File: config.mk
export PLATFORM = sky130hd
export DESIGN_NAME = branch_resolve_unit
export DESIGN_NICKNAME = d
export VERILOG_FILES = /design/src/rtl/branch_resolve_unit_pkg.sv /design/src/rtl/branch_resolve_unit_ras_stack.sv /design/src/rtl/branch_resolve_unit.sv
export SDC_FILE = /design/constraint.sdc
export NUM_CORES = 1
export LEC_CHECK = 0
export BUFFER_PORTS_ARGS = -buffer_cell sky130_fd_sc_hd__buf_2
export CAP_MARGIN = 10
export CELL_PAD_IN_SITES_DETAIL_PLACEMENT = 1
export CELL_PAD_IN_SITES_GLOBAL_PLACEMENT = 1
export CORE_UTILIZATION = 48
export DETAILED_ROUTE_END_ITERATION = 6
export GPL_TIMING_DRIVEN = 1
export PLACE_DENSITY_LB_ADDON = 0.1
export SYNTH_ARGS = -nofsm -noshare
export SYNTH_HDL_FRONTEND = slang
export SYNTH_SLANG_ARGS = --single-unit
File: constraint.sdc
create_clock -name clk -period 5.6 [get_ports clk]
set_input_delay 1.12 -clock clk [delete_from_list [all_inputs] [get_ports clk]]
set_output_delay 1.12 -clock clk [all_outputs]
set_load 0.01 [all_outputs]
File: src/rtl/branch_resolve_unit_pkg.sv
// ---------------------------------------------------------------------------
// branch_resolve_unit_pkg
// Shared branch opcodes and ALU flag bit positions used by the branch
// resolve unit and anything that drives it (decode, testbenches).
//   OP_*    : 4-bit br_type encodings. Any other value is an unknown opcode,
//             which resolves as not taken.
//   FLAG_*  : bit positions inside the 4-bit {V,C,N,Z} flag vector.
// ---------------------------------------------------------------------------
package branch_resolve_unit_pkg;

    localparam logic [3:0] OP_JMP  = 4'h1;
    localparam logic [3:0] OP_BRZ  = 4'h2;
    localparam logic [3:0] OP_BRNZ = 4'h3;
    localparam logic [3:0] OP_BRNS = 4'h4;
    localparam logic [3:0] OP_BRS  = 4'h5;
    localparam logic [3:0] OP_BRC  = 4'h6;
    localparam logic [3:0] OP_CALL = 4'h7;
    localparam logic [3:0] OP_RET  = 4'h8;

    localparam int FLAG_Z = 0;
    localparam int FLAG_N = 1;
    localparam int FLAG_C = 2;
    localparam int FLAG_V = 3;

endpackage

File: src/rtl/branch_resolve_unit_ras_stack.sv
// ---------------------------------------------------------------------------
// ras_stack
// Circular return-address stack. A push when full overwrites the oldest entry
// and the count saturates at RAS_DEPTH, so the newest RAS_DEPTH return
// addresses are always retained.
//   clk, rst_n   : clock, asynchronous active-low reset
//   push_i       : write push_data_i as the new top
//   pop_i        : discard the top entry (caller only pops when non-empty)
//   push_data_i  : return address to push
//   top_o        : current top entry, 0 when empty
//   empty_o      : no entries held
//   full_o       : RAS_DEPTH entries held
// ---------------------------------------------------------------------------
module ras_stack #(
    parameter int ADDR_W    = 16,
    parameter int RAS_DEPTH = 4
) (
    input  logic              clk,
    input  logic              rst_n,
    input  logic              push_i,
    input  logic              pop_i,
    input  logic [ADDR_W-1:0] push_data_i,
    output logic [ADDR_W-1:0] top_o,
    output logic              empty_o,
    output logic              full_o
);

    localparam int PTR_W = $clog2(RAS_DEPTH);

    logic [ADDR_W-1:0] mem_q [RAS_DEPTH];
    logic [PTR_W-1:0]  ptr_q;      // next slot to write
    logic [PTR_W:0]    cnt_q;
    logic [PTR_W-1:0]  top_idx;

    assign top_idx = ptr_q - PTR_W'(1);
    assign empty_o = (cnt_q == '0);
    assign full_o  = (cnt_q == (PTR_W+1)'(RAS_DEPTH));
    assign top_o   = empty_o ? '0 : mem_q[top_idx];

    always_ff @(posedge clk or negedge rst_n) begin
        if (!rst_n) begin
            for (int i = 0; i < RAS_DEPTH; i++) begin
                mem_q[i] <= '0;
            end
            ptr_q <= '0;
            cnt_q <= '0;
        end else if (push_i) begin
            // Power-of-two depth: the pointer wraps naturally onto the oldest slot.
            mem_q[ptr_q] <= push_data_i;
            ptr_q        <= ptr_q + PTR_W'(1);
            if (!full_o) begin
                cnt_q <= cnt_q + (PTR_W+1)'(1);
            end
        end else if (pop_i && !empty_o) begin
            ptr_q <= top_idx;
            cnt_q <= cnt_q - (PTR_W+1)'(1);
        end
    end

endmodule

File: src/rtl/branch_resolve_unit.sv
// ---------------------------------------------------------------------------
// branch_resolve_unit
// Registered branch resolver between decode and the PC register. Keeps its own
// flag register, resolves conditional/unconditional branches and CALL/RET via
// a return-address stack, and blocks new branches for SQUASH_CYCLES cycles
// after a taken resolution.
//   clk, rst_n           : clock, asynchronous active-low reset
//   br_valid / br_ready  : handshake; a branch is accepted when both are high
//                          in the same cycle. While br_ready is low br_valid is
//                          ignored and nothing is consumed.
//   br_type, br_offset, pc_current : presented instruction
//   flags_in, flags_we   : ALU flags {V,C,N,Z}; forwarded in the same cycle
//   res_valid            : one-cycle pulse the cycle after an accept
//   res_taken, res_target: resolution, held between pulses
//   ras_ovf, ras_unf     : sticky RAS overflow / underflow, cleared by err_clr
//   dbg_state            : FSM state (0 idle, 1 squash)
//   dbg_flags            : flag register contents
// ---------------------------------------------------------------------------
module branch_resolve_unit
    import branch_resolve_unit_pkg::*;
#(
    parameter int ADDR_W        = 16,
    parameter int RAS_DEPTH     = 4,
    parameter int SQUASH_CYCLES = 1
) (
    input  logic              clk,
    input  logic              rst_n,
    input  logic              br_valid,
    output logic              br_ready,
    input  logic [3:0]        br_type,
    input  logic [ADDR_W-1:0] br_offset,
    input  logic [ADDR_W-1:0] pc_current,
    input  logic [3:0]        flags_in,
    input  logic              flags_we,
    output logic              res_valid,
    output logic              res_taken,
    output logic [ADDR_W-1:0] res_target,
    output logic              ras_ovf,
    output logic              ras_unf,
    input  logic              err_clr,
    output logic              dbg_state,
    output logic [3:0]        dbg_flags
);

    localparam logic ST_IDLE   = 1'b0;
    localparam logic ST_SQUASH = 1'b1;
    localparam int   CNT_W     = (SQUASH_CYCLES > 1) ? $clog2(SQUASH_CYCLES) : 1;

    logic              state_q;
    logic [CNT_W-1:0]  cnt_q;
    logic [3:0]        flags_q;
    logic              res_valid_q, res_taken_q, ras_ovf_q, ras_unf_q;
    logic [ADDR_W-1:0] res_target_q;

    logic [2:0]        eff_znc;    // V is latched but no opcode tests it
    logic              accept, cond, push, pop, ovf_set, unf_set;
    logic [ADDR_W-1:0] target;
    logic [ADDR_W-1:0] ras_top;
    logic              ras_empty, ras_full;

    assign br_ready = (state_q == ST_IDLE);
    assign accept   = br_valid & br_ready;
    assign eff_znc  = flags_we ? flags_in[2:0] : flags_q[2:0];

    always_comb begin
        cond    = 1'b0;
        push    = 1'b0;
        pop     = 1'b0;
        ovf_set = 1'b0;
        unf_set = 1'b0;
        target  = pc_current + br_offset;
        case (br_type)
            OP_JMP:  cond = 1'b1;
            OP_BRZ:  cond = eff_znc[FLAG_Z];
            OP_BRNZ: cond = ~eff_znc[FLAG_Z];
            OP_BRNS: cond = ~eff_znc[FLAG_N];
            OP_BRS:  cond = eff_znc[FLAG_N];
            OP_BRC:  cond = eff_znc[FLAG_C];
            OP_CALL: begin
                cond    = 1'b1;
                push    = accept;
                ovf_set = accept & ras_full;
            end
            OP_RET: begin
                cond    = ~ras_empty;
                target  = ras_top;
                pop     = accept & ~ras_empty;
                unf_set = accept & ras_empty;
            end
            default: cond = 1'b0;
        endcase
    end

    ras_stack #(
        .ADDR_W    (ADDR_W),
        .RAS_DEPTH (RAS_DEPTH)
    ) u_ras (
        .clk         (clk),
        .rst_n       (rst_n),
        .push_i      (push),
        .pop_i       (pop),
        .push_data_i (pc_current + ADDR_W'(1)),
        .top_o       (ras_top),
        .empty_o     (ras_empty),
        .full_o      (ras_full)
    );

    always_ff @(posedge clk or negedge rst_n) begin
        if (!rst_n) begin
            state_q      <= ST_IDLE;
            cnt_q        <= '0;
            flags_q      <= '0;
            res_valid_q  <= 1'b0;
            res_taken_q  <= 1'b0;
            res_target_q <= '0;
            ras_ovf_q    <= 1'b0;
            ras_unf_q    <= 1'b0;
        end else begin
            if (flags_we) begin
                flags_q <= flags_in;
            end
            // A new error in the same cycle as err_clr stays set.
            ras_ovf_q   <= ovf_set | (ras_ovf_q & ~err_clr);
            ras_unf_q   <= unf_set | (ras_unf_q & ~err_clr);
            res_valid_q <= accept;
            if (accept) begin
                res_taken_q  <= cond;
                res_target_q <= target;
            end
            case (state_q)
                ST_IDLE: begin
                    if (accept && cond) begin
                        state_q <= ST_SQUASH;
                        cnt_q   <= CNT_W'(SQUASH_CYCLES - 1);
                    end
                end
                default: begin
                    if (cnt_q == '0) begin
                        state_q <= ST_IDLE;
                    end else begin
                        cnt_q <= cnt_q - CNT_W'(1);
                    end
                end
            endcase
        end
    end

    assign res_valid  = res_valid_q;
    assign res_taken  = res_taken_q;
    assign res_target = res_target_q;
    assign ras_ovf    = ras_ovf_q;
    assign ras_unf    = ras_unf_q;
    assign dbg_state  = state_q;
    assign dbg_flags  = flags_q;

endmodule

==> results by group <==
Run status
  – Status: finished, final reports clean

Die
  – Core Area: between 0.009 and 0.01 mm2
  – DIE WIDTH: approximately 100 um
  – Die Y: between 100 and 150 um
  – Cell row count: 36
  – Die ar.: 0.0109 mm2
  – Starting density of the core: between 50% and 60%
  – IO Count: 71

Global route
  – Largest net degree at the start of global routing: 50
  – GRT overflow: 0
  – Vias in the first global route: approximately 4200
  – Initial antenna violation count: 0
  – Total track usage: around a quarter
  – Global-route wire length before repair: roughly 22000 um

Timing
  – Tmin final: between 3 and 4 ns
  – Final Hold Vio Count: 0
  – Finish-stage setup viols: 0
  – Setup TNS: 0 ns
  – Slew margin rel.: 32.6%
  – Tcrit/Tclk final: 57.9%
  – Clk_skew: just over 0.008 ns
  – RSZ-0062 raised after global routing: no
  – Final Max Tran Viols: 0
  – Worst slew pin tran: 1.01 ns
  – Max Fclk: about 300 MHz

Cells and area
  – Layout cells sized above 1: approximately 22%
  – Final nets: between 600 and 700
  – Fill cells: 1126
  – Multi-input gate area: 0.00250 mm2
  – # diodes: 0
  – Area Growth Syn to Fin: 13.1%
  – Post-route non-filler standard cell count: between 600 and 700
  – Sequential Area: between 0.002 and 0.0025 mm2

Route
  – Vias: between 3000 and 4000
  – Initial DRC Count: about 170
  – DRT Pass-1 Iters: 4
  – Antenna viol nets, final: 0
  – Wire length per cell: 19.0 um
  – DRT Wirelength: 13100 um
  – Vias per cell: 5.75
  – DRC Markers: 0

CTS
  – Cts bufs inserted: 9
  – Worst-Skew Late Latency: 0.37 ns
  – Clock Tree Buf Depth: 2
  – Clock transition at path regs: around 0.09 ns
  – Hold buffers post-CTS: 0
  – Clk root buf: clkbuf_8
  – H-tree Lvls: 3
  – CTS sink count: 94
  – Resized Gates After CTS: 0
  – Post-CTS setup buffer count: 0
  – CTS tree: done

Placed design
  – Final Wtd Congestion: 0.918
  – I/O Buffers: 70
  – Detailed-placement wirelength estimate: approximately 9500 um
  – Placed Cells: ~670

Synth
  – Synth Area in Simple Gates: roughly 12%
  – Most used DFF post-synth: dfrtp_1
  – Syn Nets: 563
  – Synthesized area per cell: just over 10 um2
  – Top cells by area, synth: dfrtp_1 (47%), mux4_2 (7.2%), nand2_1 (6.3%), o21ai_0 (6.0%), ha_1 (5.0%)
  – Unique masters post-synth: 43
  – Post-synthesis compound-gate area fraction: between 10% and 20%
  – Sequential cell area fraction in the yosys report: between 40% and 50%
  – Yosys top cell by area: dfrtp_1
  – Cell Area, Synth: 0.00502 mm2
  – Number of synthesized flops with an enable pin: 0
  – Synth top area share: 46.8%
  – FF+latch count, synth: 94
  – Cells after Synth: around 500
  – Main combinational cell family by area after synthesis: compound AO/OA/AOI/OAI gates
  – Ys async rst share: 100%
  – Synth warn: 0
  – Post-synthesis mux area share: 9.17%
  – Post-synthesis xor/xnor area fraction: under 10%
  – Synth Area in Adders: 5.78%

Power and ir drop
  – Clock power frac: 24.5%
  – Gate power share: approximately a third
  – Leak: ~2.6 nW
  – Peak supply drop: between 0.2 and 0.25 mV
  – Sw Pwr: just over 800 uW
  – Switching share of power: 34.6%
  – Pwr Density: 412 mW/mm2
  – Flop pwr share: between 40% and 50%
  – P_int: 1.53 mW

Worst setup path
  – CP Class: in2reg
  – Critical path fanouts, max: 31
  – Critical path startpoint category: primary input
  – CP Data Required Time: 5.86 ns
  – Crit path DAT: 3.50 ns
  – Critical Path End Type: flip-flop

Worst hold path
  – Path type of the worst min-delay path: reg2reg

Flow run
  – Max-Cap Viols: 0
## Yosys cell counts, types with 2 or more instances
cell type  instances
a21oi_1           26
o22ai_1            3
and3_1             6
nand2_1           84
o21a_1             2
ha_1              20
mux2_2             8
buf_6              2
a21o_1             7
o21ai_0           60
buf_2              4
a221oi_2           7
dfrtp_1           94
o32ai_1            2
o21bai_1           2
fa_1               2
xor2_1            15
or3_1              2
o31a_1             2
xnor2_1           17
nand4_1            4
clkbuf_1          23
a31oi_1            3
a221oi_1           7
nand3_1           11
o21ai_1           14
inv_1             10
mux4_2            16
nor2_1            29
## state kept, by name (all words and copies together) (netlist names)
signal,flops
ras_ovf,1
dbg_flags,4
ras_unf,1
res_taken,1
dbg_state,1
res_valid,1
u_ras.ptr_q,2
res_target,16
u_ras.cnt_q,3
u_ras.mem_q,64
## per-stage QoR
stage	power, mW	setup WS (ns)	area [um2]	util (%)	hold slack, ns
after global routing	2.49	2.13	5680	57.1	0.519
after global placement	1.74	2.11	5430	54.5	0.457
after CTS	2.36	2.35	5680	57.1	0.491
after floorplan	1.51	2.64	5020	-	0.445
final	2.34	2.36	5680	57.1	0.486
after detailed placement	1.78	1.98	5430	54.5	0.470
## final cells by class
type / instances / share of cell area, %
Timing Repair Buffer: 72 / 6.47
Clock buffer: 10 / 2.42
Multi-Input combinational cell: 363 / 44.1
Sequential cell: 94 / 41.4
Tap cell: 133 / 2.93
Clock inverter: 6 / 2.05
Inverter: 10 / 0.661
## worst max-delay path, cell delays in order
cell	delay [ns]
buf_2	0.08
nand2_1	0.52
nor2_2	0.57
nand2_1	0.69
mux2_2	0.51
## worst paths after layout
path	startpoint	endpoint	slack [ns]	cells past startpoint
worst max-delay path	br_valid	u_ras.mem_q[17]	2.36	5
worst min-delay path	u_ras.mem_q[60]	u_ras.mem_q[60]	0.49	2
worst max register to register	dbg_state	u_ras.mem_q[17]	2.73	5
worst min register to register	u_ras.mem_q[60]	u_ras.mem_q[60]	0.49	2
max in group asynchronous	rst_n	u_ras.mem_q[46]	3.76	2
min in group asynchronous	rst_n	dbg_flags[1]	0.75	1
## power by group through the flow
stage | combinational, mW | sequential [mW] | clock [mW]
2_1_floorplan | 0.523 | 0.990 | 0
3_3_place_gp | 0.741 | 0.994 | 0
3_5_place_dp | 0.769 | 1.01 | 0
4_1_cts | 0.775 | 1.00 | 0.580
5_1_grt | 0.855 | 1.03 | 0.607
6_report | 0.766 | 1.00 | 0.574
## logic make-up (layout without fill, tap and decap cells)
family                   Yosys count  count (layout)
multiplexers                      25              25
XOR/XNOR                          32              32
buffers and inverters             39              98
flip-flops                        94              94
adder cells (fa/ha/maj)           22              22
AO/OA/AOI/OAI                    140             140
AND/OR/NAND/NOR                  144             144
## routing by layer
| metal | vias up | global-route usage, % | wire length [um] |
|---|---|---|---|
| met4 | 0 | 8.98 | 219 |
| met3 | 16 | 3.32 | 638 |
| met5 | - | 0 | 0 |
| met2 | 80 | 41.4 | 6240 |
| met1 | 1983 | 36.2 | 5990 |
| li1 | 1875 | - | - |
## placed cells by master, fill, tap and decap left out, types with 4 or more instances in the layout
| master | synthesis | final |
|---|---|---|
| a21o_1 | 7 | 7 |
| a21oi_1 | 26 | 26 |
| a221oi_1 | 7 | 7 |
| a221oi_2 | 7 | 7 |
| and3_1 | 6 | 6 |
| buf_2 | 4 | 69 |
| clkbuf_8 | 0 | 10 |
| dfrtp_1 | 94 | 94 |
| ha_1 | 20 | 20 |
| inv_1 | 10 | 10 |
| mux2_2 | 8 | 8 |
| mux4_2 | 16 | 16 |
| nand2_1 | 84 | 84 |
| nand3_1 | 11 | 11 |
| nand4_1 | 4 | 4 |
| nor2_1 | 29 | 29 |
| o21ai_0 | 60 | 60 |
| o21ai_1 | 14 | 14 |
| xnor2_1 | 17 | 17 |
| xor2_1 | 15 | 15 |
Note: power is estimated with default switching activity, not from simulation.
